**src/rtl/bldc_pwm_pkg.sv**
```systemverilog
// Shared constants for the BLDC complementary PWM block.
package bldc_pwm_pkg;

    localparam int DEF_CW   = 8;
    localparam int DEF_NCH  = 3;
    localparam int DEF_DT_W = 4;

    localparam logic MODE_EDGE   = 1'b0;
    localparam logic MODE_CENTRE = 1'b1;

    typedef enum logic {
        UP   = 1'b0,
        DOWN = 1'b1
    } dir_e;

endpackage

```
**src/rtl/bldc_pwm_3ph_if.sv**
```systemverilog
// Control/status bundle between the commutation controller (master) and the PWM block (slave).
interface bldc_pwm_3ph_if #(
    parameter int CW   = bldc_pwm_pkg::DEF_CW,
    parameter int NCH  = bldc_pwm_pkg::DEF_NCH,
    parameter int DT_W = bldc_pwm_pkg::DEF_DT_W
);
    logic              enable;
    logic              mode;
    logic [CW-1:0]     period;
    logic [NCH*CW-1:0] duty;
    logic [DT_W-1:0]   dead_time;
    logic              load;
    logic              load_ack;
    logic              period_start;
    logic [NCH-1:0]    pwm_hi;
    logic [NCH-1:0]    pwm_lo;

    modport master (
        output enable, mode, period, duty, dead_time, load,
        input  load_ack, period_start, pwm_hi, pwm_lo
    );

    modport slave (
        input  enable, mode, period, duty, dead_time, load,
        output load_ack, period_start, pwm_hi, pwm_lo
    );
endinterface

```
**src/rtl/bldc_pwm_3ph_dead_time_gen.sv**
```systemverilog
// Per-channel dead-time inserter: every raw edge blanks both gates for dead_time cycles.
module dead_time_gen #(
    parameter int DT_W = 4
) (
    input  logic            clk,
    input  logic            reset_n,
    input  logic            clr,
    input  logic            raw,
    input  logic [DT_W-1:0] dead_time,
    output logic            hi,
    output logic            lo
);
    logic            tgt;
    logic            fresh;
    logic [DT_W-1:0] gap;

    // fresh makes the first drive after reset/clear go through a dead window too
    always_ff @(posedge clk or negedge reset_n) begin
        if (!reset_n) begin
            hi    <= 1'b0;
            lo    <= 1'b0;
            tgt   <= 1'b0;
            fresh <= 1'b1;
            gap   <= '0;
        end else if (clr) begin
            hi    <= 1'b0;
            lo    <= 1'b0;
            fresh <= 1'b1;
            gap   <= '0;
        end else if (fresh || raw != tgt) begin
            tgt   <= raw;
            fresh <= 1'b0;
            if (dead_time == '0) begin
                hi  <= raw;
                lo  <= ~raw;
                gap <= '0;
            end else begin
                hi  <= 1'b0;
                lo  <= 1'b0;
                gap <= dead_time - 1'b1;
            end
        end else if (gap != '0) begin
            hi  <= 1'b0;
            lo  <= 1'b0;
            gap <= gap - 1'b1;
        end else begin
            hi <= tgt;
            lo <= ~tgt;
        end
    end
endmodule

```
**src/rtl/bldc_pwm_3ph.sv**
```systemverilog
// Shared edge/centre PWM counter with double-buffered period/duty/mode and per-channel dead time.
module bldc_pwm_3ph
    import bldc_pwm_pkg::*;
#(
    parameter int CW   = DEF_CW,
    parameter int NCH  = DEF_NCH,
    parameter int DT_W = DEF_DT_W
) (
    input logic           clk,
    input logic           reset_n,
    bldc_pwm_3ph_if.slave bus
);
    logic                    alive;
    logic                    run;
    logic [CW-1:0]           cnt;
    dir_e                    dir;
    logic [CW-1:0]           act_period, pend_period, eff_period;
    logic                    act_mode, pend_mode, eff_mode;
    logic [NCH-1:0][CW-1:0]  act_duty, pend_duty, eff_duty;
    logic                    pend_flag;
    logic                    bnd, apply;
    logic [NCH-1:0]          hi_w, lo_w;

    // alive keeps the first cycle after reset release idle, so no boundary is seen while in reset
    assign run   = bus.enable & alive;
    assign bnd   = run & (cnt == '0);
    assign apply = bnd & pend_flag;

    // In the boundary cycle the pending set already governs the count and compare
    assign eff_period = apply ? pend_period : act_period;
    assign eff_mode   = apply ? pend_mode   : act_mode;
    assign eff_duty   = apply ? pend_duty   : act_duty;

    assign bus.period_start = bnd;
    assign bus.load_ack     = apply;
    assign bus.pwm_hi       = hi_w;
    assign bus.pwm_lo       = lo_w;

    always_ff @(posedge clk or negedge reset_n) begin
        if (!reset_n) begin
            alive <= 1'b0;
            cnt   <= '0;
            dir   <= UP;
        end else begin
            alive <= 1'b1;
            if (!run || eff_period == '0) begin
                cnt <= '0;
                dir <= UP;
            end else if (eff_mode == MODE_EDGE) begin
                cnt <= (cnt >= eff_period) ? '0 : cnt + 1'b1;
                dir <= UP;
            end else begin
                case (dir)
                    UP: begin
                        if (cnt >= eff_period - 1'b1) begin
                            cnt <= eff_period;
                            dir <= DOWN;
                        end else begin
                            cnt <= cnt + 1'b1;
                        end
                    end
                    DOWN: begin
                        cnt <= cnt - 1'b1;
                        if (cnt == CW'(1)) dir <= UP;
                    end
                endcase
            end
        end
    end

    // A load in a boundary cycle still applies the older pending set; the new one waits
    always_ff @(posedge clk or negedge reset_n) begin
        if (!reset_n) begin
            act_period  <= '0;
            act_mode    <= MODE_EDGE;
            act_duty    <= '0;
            pend_period <= '0;
            pend_mode   <= MODE_EDGE;
            pend_duty   <= '0;
            pend_flag   <= 1'b0;
        end else begin
            if (apply) begin
                act_period <= pend_period;
                act_mode   <= pend_mode;
                act_duty   <= pend_duty;
            end
            if (bus.load) begin
                pend_period <= bus.period;
                pend_mode   <= bus.mode;
                pend_duty   <= bus.duty;
                pend_flag   <= 1'b1;
            end else if (apply) begin
                pend_flag <= 1'b0;
            end
        end
    end

    for (genvar k = 0; k < NCH; k++) begin : g_ch
        logic [CW-1:0] d;
        logic          hit;
        logic          raw_q;

        assign d = eff_duty[k];
        // centre duty >= P is forced high so the peak cycle does not glitch low
        assign hit = (d != '0) && ((eff_mode == MODE_CENTRE && d >= eff_period) || cnt < d);

        always_ff @(posedge clk or negedge reset_n) begin
            if (!reset_n) raw_q <= 1'b0;
            else          raw_q <= run & hit;
        end

        dead_time_gen #(.DT_W(DT_W)) u_dt (
            .clk       (clk),
            .reset_n   (reset_n),
            .clr       (~run),
            .raw       (raw_q),
            .dead_time (bus.dead_time),
            .hi        (hi_w[k]),
            .lo        (lo_w[k])
        );
    end
endmodule

```
**src/flat_wrapper.sv**
```systemverilog
// flat-port wrapper written by rule: the top's interface ports become plain ports
module bldc_pwm_3ph_flat import bldc_pwm_pkg::*;
#(
    parameter int CW   = DEF_CW,
    parameter int NCH  = DEF_NCH,
    parameter int DT_W = DEF_DT_W
)
  (clk, reset_n, bus_enable, bus_mode, bus_period, bus_duty, bus_dead_time, bus_load, bus_load_ack, bus_period_start, bus_pwm_hi, bus_pwm_lo);
  bldc_pwm_3ph_if #(.CW(CW), .NCH(NCH), .DT_W(DT_W)) bus_i ();
  input logic clk;
  input logic reset_n;
  input wire logic [$bits(bus_i.enable)-1:0] bus_enable;
  input wire logic [$bits(bus_i.mode)-1:0] bus_mode;
  input wire logic [$bits(bus_i.period)-1:0] bus_period;
  input wire logic [$bits(bus_i.duty)-1:0] bus_duty;
  input wire logic [$bits(bus_i.dead_time)-1:0] bus_dead_time;
  input wire logic [$bits(bus_i.load)-1:0] bus_load;
  output wire logic [$bits(bus_i.load_ack)-1:0] bus_load_ack;
  output wire logic [$bits(bus_i.period_start)-1:0] bus_period_start;
  output wire logic [$bits(bus_i.pwm_hi)-1:0] bus_pwm_hi;
  output wire logic [$bits(bus_i.pwm_lo)-1:0] bus_pwm_lo;
  assign bus_i.enable = bus_enable;
  assign bus_i.mode = bus_mode;
  assign bus_i.period = bus_period;
  assign bus_i.duty = bus_duty;
  assign bus_i.dead_time = bus_dead_time;
  assign bus_i.load = bus_load;
  assign bus_load_ack = bus_i.load_ack;
  assign bus_period_start = bus_i.period_start;
  assign bus_pwm_hi = bus_i.pwm_hi;
  assign bus_pwm_lo = bus_i.pwm_lo;
  bldc_pwm_3ph #(.CW(CW), .NCH(NCH), .DT_W(DT_W)) u_core (.clk(clk), .reset_n(reset_n), .bus(bus_i));
endmodule
```
**config.mk**
```make
export PLATFORM = sky130hd
export DESIGN_NAME = bldc_pwm_3ph_flat
export DESIGN_NICKNAME = d
export VERILOG_FILES = /design/src/rtl/bldc_pwm_pkg.sv /design/src/rtl/bldc_pwm_3ph_if.sv /design/src/rtl/bldc_pwm_3ph_dead_time_gen.sv /design/src/rtl/bldc_pwm_3ph.sv /design/src/flat_wrapper.sv
export SDC_FILE = /design/constraint.sdc
export NUM_CORES = 1
export LEC_CHECK = 0
export ABC_CLOCK_PERIOD_IN_PS = 7000
export BUFFER_PORTS_ARGS = -buffer_cell sky130_fd_sc_hd__buf_2
export CORE_MARGIN = 2
export CORE_UTILIZATION = 52
export DETAILED_ROUTE_END_ITERATION = 8
export MAX_ROUTING_LAYER = met4
export PLACE_DENSITY_LB_ADDON = 0.2
export SYNTH_ARGS = -nofsm -noshare
export SYNTH_HDL_FRONTEND = slang
export SYNTH_HIERARCHICAL = 1
export SYNTH_SLANG_ARGS = --single-unit
export TNS_END_PERCENT = 20
```
**constraint.sdc**
```tcl
create_clock -name clk -period 7 [get_ports clk]
set_input_delay 0.7 -clock clk [delete_from_list [all_inputs] [get_ports clk]]
set_output_delay 0.7 -clock clk [all_outputs]
set_load 0.01 [all_outputs]
```
==> flow_metrics.py, run 1 <==
metrics = {
    "logic_synthesis": {
        "avgSynthCellArea_sq_um": 10.28,
        "synth_edf_count": 0,
        "synth_cell_types": 63,
        "seq_area_frac_synth_pct": 38.88,
        "syn_area_sq_um": 6704,
        "synthCells": 652,
        "synthesis.nets": 762,
        "synthArstFlopShare_pct": 100.0,
        "ys_warn_count": 6,
        "ys_ff_latch": 104,
        "synth_ff_type": "dfrtp_1",
    },
    "placement": {
        "portBuffers": 48,
        "place.detailed.hpwl_um": 11400,
        "place_ws_ns": 1.839,
        "place.gp.congestion": 0.9006,
    },
    "job": {
        "max_cap_violations": 0,
    },
    "power": {
        "powerDensity_nw_per_um2": 342.9,
        "peakVddDrop_mv": 0.1680,
        "leakage_nw": 3.632,
        "power_w": 0.002549,
    },
    "worst_setup_path": {
        "crit_chain": "inv_1 > ha_1 > and3_1 > nand4_1 > clkinv_1 > a21boi_4 > o21ai_0 > nor2_1 > nand2_1 > xnor2_1 > ha_1 > nand3_1 > nand2_1 > a41oi_1 > o21ai_1 > mux2i_1 > a21oi_1 > o22ai_1",
        "crit_family": "compound AO/OA/AOI/OAI gates",
        "worstSetupStartpoint": "u_core/cnt[0]",
        "worst_ep_arrival_time_ns": 5.54,
        "crit_slowest_cell": "o21ai_1",
        "crit_path_end_kind": "flop",
        "r2r-start": "u_core/cnt[0]",
        "cp.required_ns": 7.26,
        "crit_path_start_kind": "flop",
        "cp_num_buf_inv": 2,
        "crit_fanout": 12,
        "slowest_delay_ns": 0.87,
        "crit_type": "reg2reg",
    },
    "clocking": {
        "cts_root_buffer": "clkbuf_16",
        "path_clk_slew_ns": 0.07,
        "clk_path_buf_depth": 2,
        "ctsHoldBuffers": 0,
        "clock_sinks": 104,
        "cts_buffers": 9,
        "htreeDepth": 3,
        "cts_resized": 0,
        "clock_latency_ns": 0.35,
        "cts_setup_buffers": 0,
        "cts_tree": "yes",
    },
    "drt": {
        "routed_wirelength_um": 15590,
        "vias": 5073,
        "wl_per_cell_um": 17.78,
        "drc": 0,
        "vias_per_cell": 5.784,
        "drtPass1Iterations": 4,
        "drtIter0Drc": 341,
        "final_antenna_net_count": 0,
    },
    "layout": {
        "layout_commonest_cell": "dfrtp_1",
        "drive_gt1_share_pct": 18.44,
        "nNetsFinal": 810,
        "antennaDiodeCount": 0,
        "area_delta_synth_final_pct": 10.90,
        "layout_common_cells": "101 x dfrtp_1, 69 x ha_1, 54 x inv_1",
    },
    "sta": {
        "finalHoldViolations": 0,
        "finalSetupViolCount": 0,
        "fin_ws_ns": 1.725,
        "rsz0062_at_grt": "false",
        "tightestPinTransition_ns": 1.092,
        "min_period_ns": 5.275,
        "hold_ws_ns": 0.3232,
        "max-slew-margin-rel_pct": 26.69,
        "period_share_pct": 75.36,
        "clock.fmax_mhz": 189.6,
        "fin_skew_ns": 0.01158,
        "finalSetupTns_ns": 0,
        "slew_viol_final": 0,
    },
    "floorplanning": {
        "start_util_pct": 53.12,
        "dieHeight_um": 117.5,
        "ios": 49,
        "die_w_um": 117.5,
        "rows": 41,
        "coreArea_sq_um": 12620,
        "die_area_sq_um": 13820,
    },
    "grt": {
        "grt_pass1_vias": 5276,
        "track_usage_pct": 24.17,
        "antenna_found_initial": 0,
        "grt_pass1_wl_um": 25880,
        "grt_max_degree": 65,
        "overflow": 0,
    },
    "outcome": {
        "outcome": "completed",
    },
    "min_path": {
        "hp-class": "in2async",
    },
}
[routing by layer]
layer	wire (um)	track usage (%)	part of all wire, %	up-vias
li1	-	-	-	2457
met1	6828	29.02	44	2483
met2	7783	40.75	50	95
met3	461	2.810	3.0	38
met4	520	11.52	3.3	0
met5	0	-	0	-
[final timing paths]
check                                                   to  slack, ns  cells past startpoint
worst max register to register               u_core/cnt[3]       1.72                     18
worst min register to register      u_core/g_ch[1].u_dt/lo       0.49                      1
worst min-delay path            u_core/g_ch[0].u_dt/gap[1]       0.32                      1
max in group asynchronous            u_core/pend_period[0]       5.47                      2
min in group clk                    u_core/g_ch[1].u_dt/lo       0.49                      1
worst max-delay path                         u_core/cnt[3]       1.72                     18
[cells by family after synthesis]
| group | Yosys count | synth area share [%] |
|---|---|---|
| AOI/OAI and AO/OA | 107 | 11.16 |
| xor gates and xnor gates | 24 | 3.135 |
| adders and majority gates | 72 | 13.34 |
| buffers and inverters | 72 | 4.181 |
| DFF | 104 | 38.88 |
| muxes | 85 | 13.55 |
| other | 1 | 0.05594 |
| and+or+nand+nor | 187 | 15.70 |
[registers in the layout, indices dropped and copies added (netlist names)]
| register | flops |
|---|---|
| u_core/act_duty | 24 |
| u_core/pend_duty | 24 |
| u_core/g_ch.u_dt/gap | 12 |
| u_core/act_period | 8 |
| u_core/cnt | 8 |
| u_core/pend_period | 8 |
| u_core/g_ch.raw_q | 3 |
| u_core/g_ch.u_dt/fresh | 3 |
| u_core/g_ch.u_dt/hi | 3 |
| u_core/g_ch.u_dt/lo | 3 |
| u_core/g_ch.u_dt/tgt | 3 |
| u_core/act_mode | 1 |
| u_core/alive | 1 |
| u_core/dir | 1 |
| u_core/pend_flag | 1 |
| u_core/pend_mode | 1 |
[synthesized netlist by cell type (3+ instances only)]
master,number,share of area (%)
o21a_1,4,0.45
xor2_1,7,0.91
o31ai_1,3,0.34
or3b_4,3,0.50
nor2b_1,6,0.56
or3_1,11,1.0
nor3b_1,4,0.45
nand4_1,11,1.0
o22ai_2,3,0.56
nand3_1,12,0.90
a211oi_1,5,0.56
nand2b_1,15,1.4
clkbuf_1,10,0.56
a21o_1,8,0.90
o221a_1,4,0.67
nor3b_2,3,0.56
nor4_1,9,0.84
xnor2_1,17,2.2
buf_1,3,0.17
and3_1,5,0.47
o22ai_1,12,1.1
dfrtp_1,101,38
mux2_4,3,0.67
dfstp_2,3,1.2
ha_1,69,13
o21bai_1,4,0.45
and2_1,7,0.65
nand2_1,28,1.6
mux2i_1,48,7.2
nor3_1,16,1.2
a21oi_1,30,2.2
nor2_1,41,2.3
and4_1,3,0.39
mux2_2,34,5.7
inv_1,54,3.0
or4_1,6,0.67
o21ai_0,15,1.1
[layout make-up]
| type | count | area, sq um |
|---|---|---|
| clock buffers | 11 | 242.7 |
| clock inverters | 5 | 62.56 |
| fillers | 1137 | 5185 |
| inverters | 56 | 210.2 |
| multi-input cells | 476 | 3817 |
| flip-flops and latches | 104 | 2606 |
| well taps | 172 | 215.2 |
| repair buffers | 53 | 280.3 |
[per-stage QoR]
step / instance area [sq um] / util (%) / std cells
floorplan: 6704 / - / 652
global route: 7435 / 58.91 / 877
detailed placement: 7129 / 56.49 / 861
global placement: 7129 / 56.49 / 861
finish: 7435 / 58.91 / 877
CTS: 7435 / 58.91 / 877
[where the power goes]
group	switching [W]	internal (W)	leakage (nW)	total, W
clock network	0.000225	0.000290	0.143	0.000515
registers	0.000113	0.000736	1.28	0.000849
logic	0.000686	0.000500	2.21	0.00119
Power figures use the tool's default switching activity.
==> inputs of run 2 (changes only) <==
- ABC_AREA: not set -> 1
- ABC_CLOCK_PERIOD_IN_PS: 7000 -> 4800
- clock period: 7 -> 4.8 ns (I/O delays scaled with it)
==> flow_metrics.py, run 2 <==
metrics = {
    "outcome": {
        "outcome": "completed",
    },
    "layout": {
        "layout_common_cells": "258 x nand2_1, 161 x inv_1, 101 x dfrtp_1",
        "drive_gt1_share_pct": 12.27,
        "layout_commonest_cell": "nand2_1",
        "antennaDiodeCount": 0,
        "nNetsFinal": 1091,
        "num-fill-cells": 1249,
        "fin_area_sq_um": 7794,
        "area_delta_synth_final_pct": 9.743,
        "reg_top3": "u_core/act_duty (24), u_core/pend_duty (24), u_core/g_ch.u_dt/gap (12)",
        "stdcell_count": 1162,
    },
    "clocking": {
        "ctsHoldBuffers": 0,
        "htreeDepth": 3,
        "cts_setup_buffers": 0,
        "path_clk_slew_ns": 0.08,
        "cts_buffers": 9,
        "cts_resized": 0,
        "clk_path_buf_depth": 2,
        "clock_latency_ns": 0.37,
        "cts_root_buffer": "clkbuf_16",
        "cts_tree": "yes",
        "clock_sinks": 104,
    },
    "placement": {
        "portBuffers": 48,
        "placed_area_sq_um": 7492,
        "place.detailed.hpwl_um": 11810,
        "place_ws_ns": 0.6327,
        "place.gp.congestion": 0.9196,
        "dp.cells": 1146,
    },
    "logic_synthesis": {
        "synthCells": 937,
        "synth_ff_type": "dfrtp_1",
        "synthArstFlopShare_pct": 100.0,
        "synth_area_leader_cell": "dfrtp_1",
        "yosys.area.top_type_share_pct": 35.59,
        "synth_edf_count": 0,
        "ys_ff_latch": 104,
        "ys_warn_count": 6,
        "yosysMostFrequentCell": "nand2_1",
        "avgSynthCellArea_sq_um": 7.579,
        "syn_area_sq_um": 7102,
        "synthesis.nets": 1047,
        "synth_cell_types": 39,
        "yosys-top-cells-count": "258 x nand2_1, 161 x inv_1, 101 x dfrtp_1",
        "ys_top_cells_by_area": "dfrtp_1 36%, nand2_1 14%, ha_1 12%",
        "seq_area_frac_synth_pct": 36.70,
    },
    "floorplanning": {
        "dieHeight_um": 120.9,
        "ios": 49,
        "die_area_sq_um": 14610,
        "coreArea_sq_um": 13300,
        "start_util_pct": 53.42,
        "die_w_um": 120.9,
        "rows": 42,
    },
    "worst_setup_path": {
        "worst_ep_arrival_time_ns": 4.51,
        "cp.required_ns": 5.05,
        "crit_type": "reg2reg",
        "reg2reg_slack_ns": 0.54,
        "crit_path_start_kind": "flop",
        "r2r-start": "u_core/cnt[1]",
        "reg2regPathDepth": 21,
        "crit_fanout": 13,
        "crit_path_end_kind": "flop",
        "r2r-end": "u_core/cnt[1]",
    },
    "power": {
        "powerDensity_nw_per_um2": 483.3,
        "leakage_nw": 4.352,
        "peakVddDrop_mv": 0.2521,
    },
    "sta": {
        "fin_ws_ns": 0.5370,
        "finalSetupViolCount": 0,
        "max-slew-margin-rel_pct": 40.86,
        "slew_viol_final": 0,
        "finalSetupTns_ns": 0,
        "rsz0062_at_grt": "false",
        "tightestPinTransition_ns": 0.8870,
        "fin_skew_ns": 0.01022,
        "clock.fmax_mhz": 234.6,
        "min_period_ns": 4.263,
        "finalHoldViolations": 0,
        "period_share_pct": 88.81,
    },
    "grt": {
        "grt_max_degree": 68,
        "grt_pass1_vias": 5593,
        "gr-usage-met3_pct": 4.041,
        "busiest_layer": "met2",
        "antenna_found_initial": 0,
        "overflow": 0,
        "grt_pass1_wl_um": 26750,
        "track_usage_pct": 23.92,
        "use_met1_pct": 30.32,
        "met2_usage_pct": 39.40,
    },
    "drt": {
        "wl_per_cell_um": 13.51,
        "vias": 5886,
        "drtPass1Iterations": 5,
        "drtIter0Drc": 433,
        "drc": 0,
        "final_antenna_net_count": 0,
        "routed_wirelength_um": 15700,
        "vias_per_cell": 5.065,
    },
    "job": {
        "max_cap_violations": 0,
    },
    "min_path": {
        "hp-class": "in2async",
    },
}
[run 2: cell types whose count changed after synthesis, moves of 26 or more]
cell     delta
nand2_1   +230
inv_1     +107
mux2i_1    -48
o21ai_0    +35
mux2_2     -34
nand3_1    +29
nand4_1    +26
[run 2: cells by family (layout without fill, tap and decap cells)]
| kind of cell | Yosys count | in the layout | share of synthesized area, % |
|---|---|---|---|
| simple gates | 425 | 425 | 27.92 |
| flops | 104 | 104 | 36.70 |
| buf+inv | 191 | 240 | 10.85 |
| fa+ha+maj | 69 | 69 | 12.16 |
| other cells | 1 | 1 | 0.05280 |
| xor+xnor | 15 | 15 | 1.850 |
| compound gates | 132 | 132 | 10.47 |
[run 2: where the power goes]
part           switching, W  leakage (nW)  internal, W  total, W
logic               0.00124          2.90     0.000645   0.00189
clock network      0.000368         0.147     0.000368  0.000737
registers         0.0000841          1.30      0.00106   0.00114
total               0.00169          4.35      0.00207   0.00377
[run 2: cell type report]
class,instances,area (sq um),area share (%)
multi-input cells,642,3725,47.79
well taps,176,220.2,2.825
inverters,169,645.6,8.284
repair buffers,55,295.3,3.789
clock inverters,7,76.32,0.9793
flip-flops and latches,104,2606,33.44
clock buffers,9,225.2,2.890
[run 2: per-layer routing]
layer,vias to the layer above,share of wire [%]
li1,3092,-
met1,2686,48
met2,91,47
met3,17,3.2
met4,0,1.5
met5,-,0
[run 2: how the worst max path moves through the flow]
stage	depth (start not counted)	slack, ns	to	from
after floorplan	23	1.26	u_core/cnt[1]	u_core/cnt[1]
after detailed placement	21	0.63	u_core/cnt[1]	u_core/cnt[1]
after global placement	21	0.77	u_core/cnt[1]	u_core/cnt[1]
after global routing	21	0.04	u_core/cnt[1]	u_core/cnt[1]
after CTS	21	0.59	u_core/cnt[1]	u_core/cnt[1]
final	21	0.54	u_core/cnt[1]	u_core/cnt[1]
[run 2: worst max-delay path: stages, from the launching register on]
cell,delay (ns)
dfrtp_1,0.48
inv_1,0.20
ha_1,0.18
nand3_1,0.19
nor2_8,0.24
nand3_4,0.15
nand2_2,0.17
nand2_2,0.14
nor2_1,0.16
nand2_2,0.11
nor2_4,0.12
nand2_2,0.07
nor2_2,0.09
xor2_1,0.17
ha_1,0.26
a21o_1,0.18
nor2_1,0.22
nand3_1,0.42
o21ai_0,0.33
nor2_1,0.05
o21ai_0,0.16
a21oi_1,0.05
[run 2: per-stage QoR]
| step | total power, W | utilization, % | hold slack [ns] |
|---|---|---|---|
| finish | 0.003767 | 58.62 | 0.2146 |
| detailed placement | 0.003033 | 56.35 | 0.4558 |
| CTS | 0.003786 | 58.62 | 0.2444 |
| global placement | 0.002987 | 56.35 | 0.4551 |
| global route | 0.004161 | 58.62 | 0.2774 |
| floorplan | 0.002578 | - | 0.1844 |
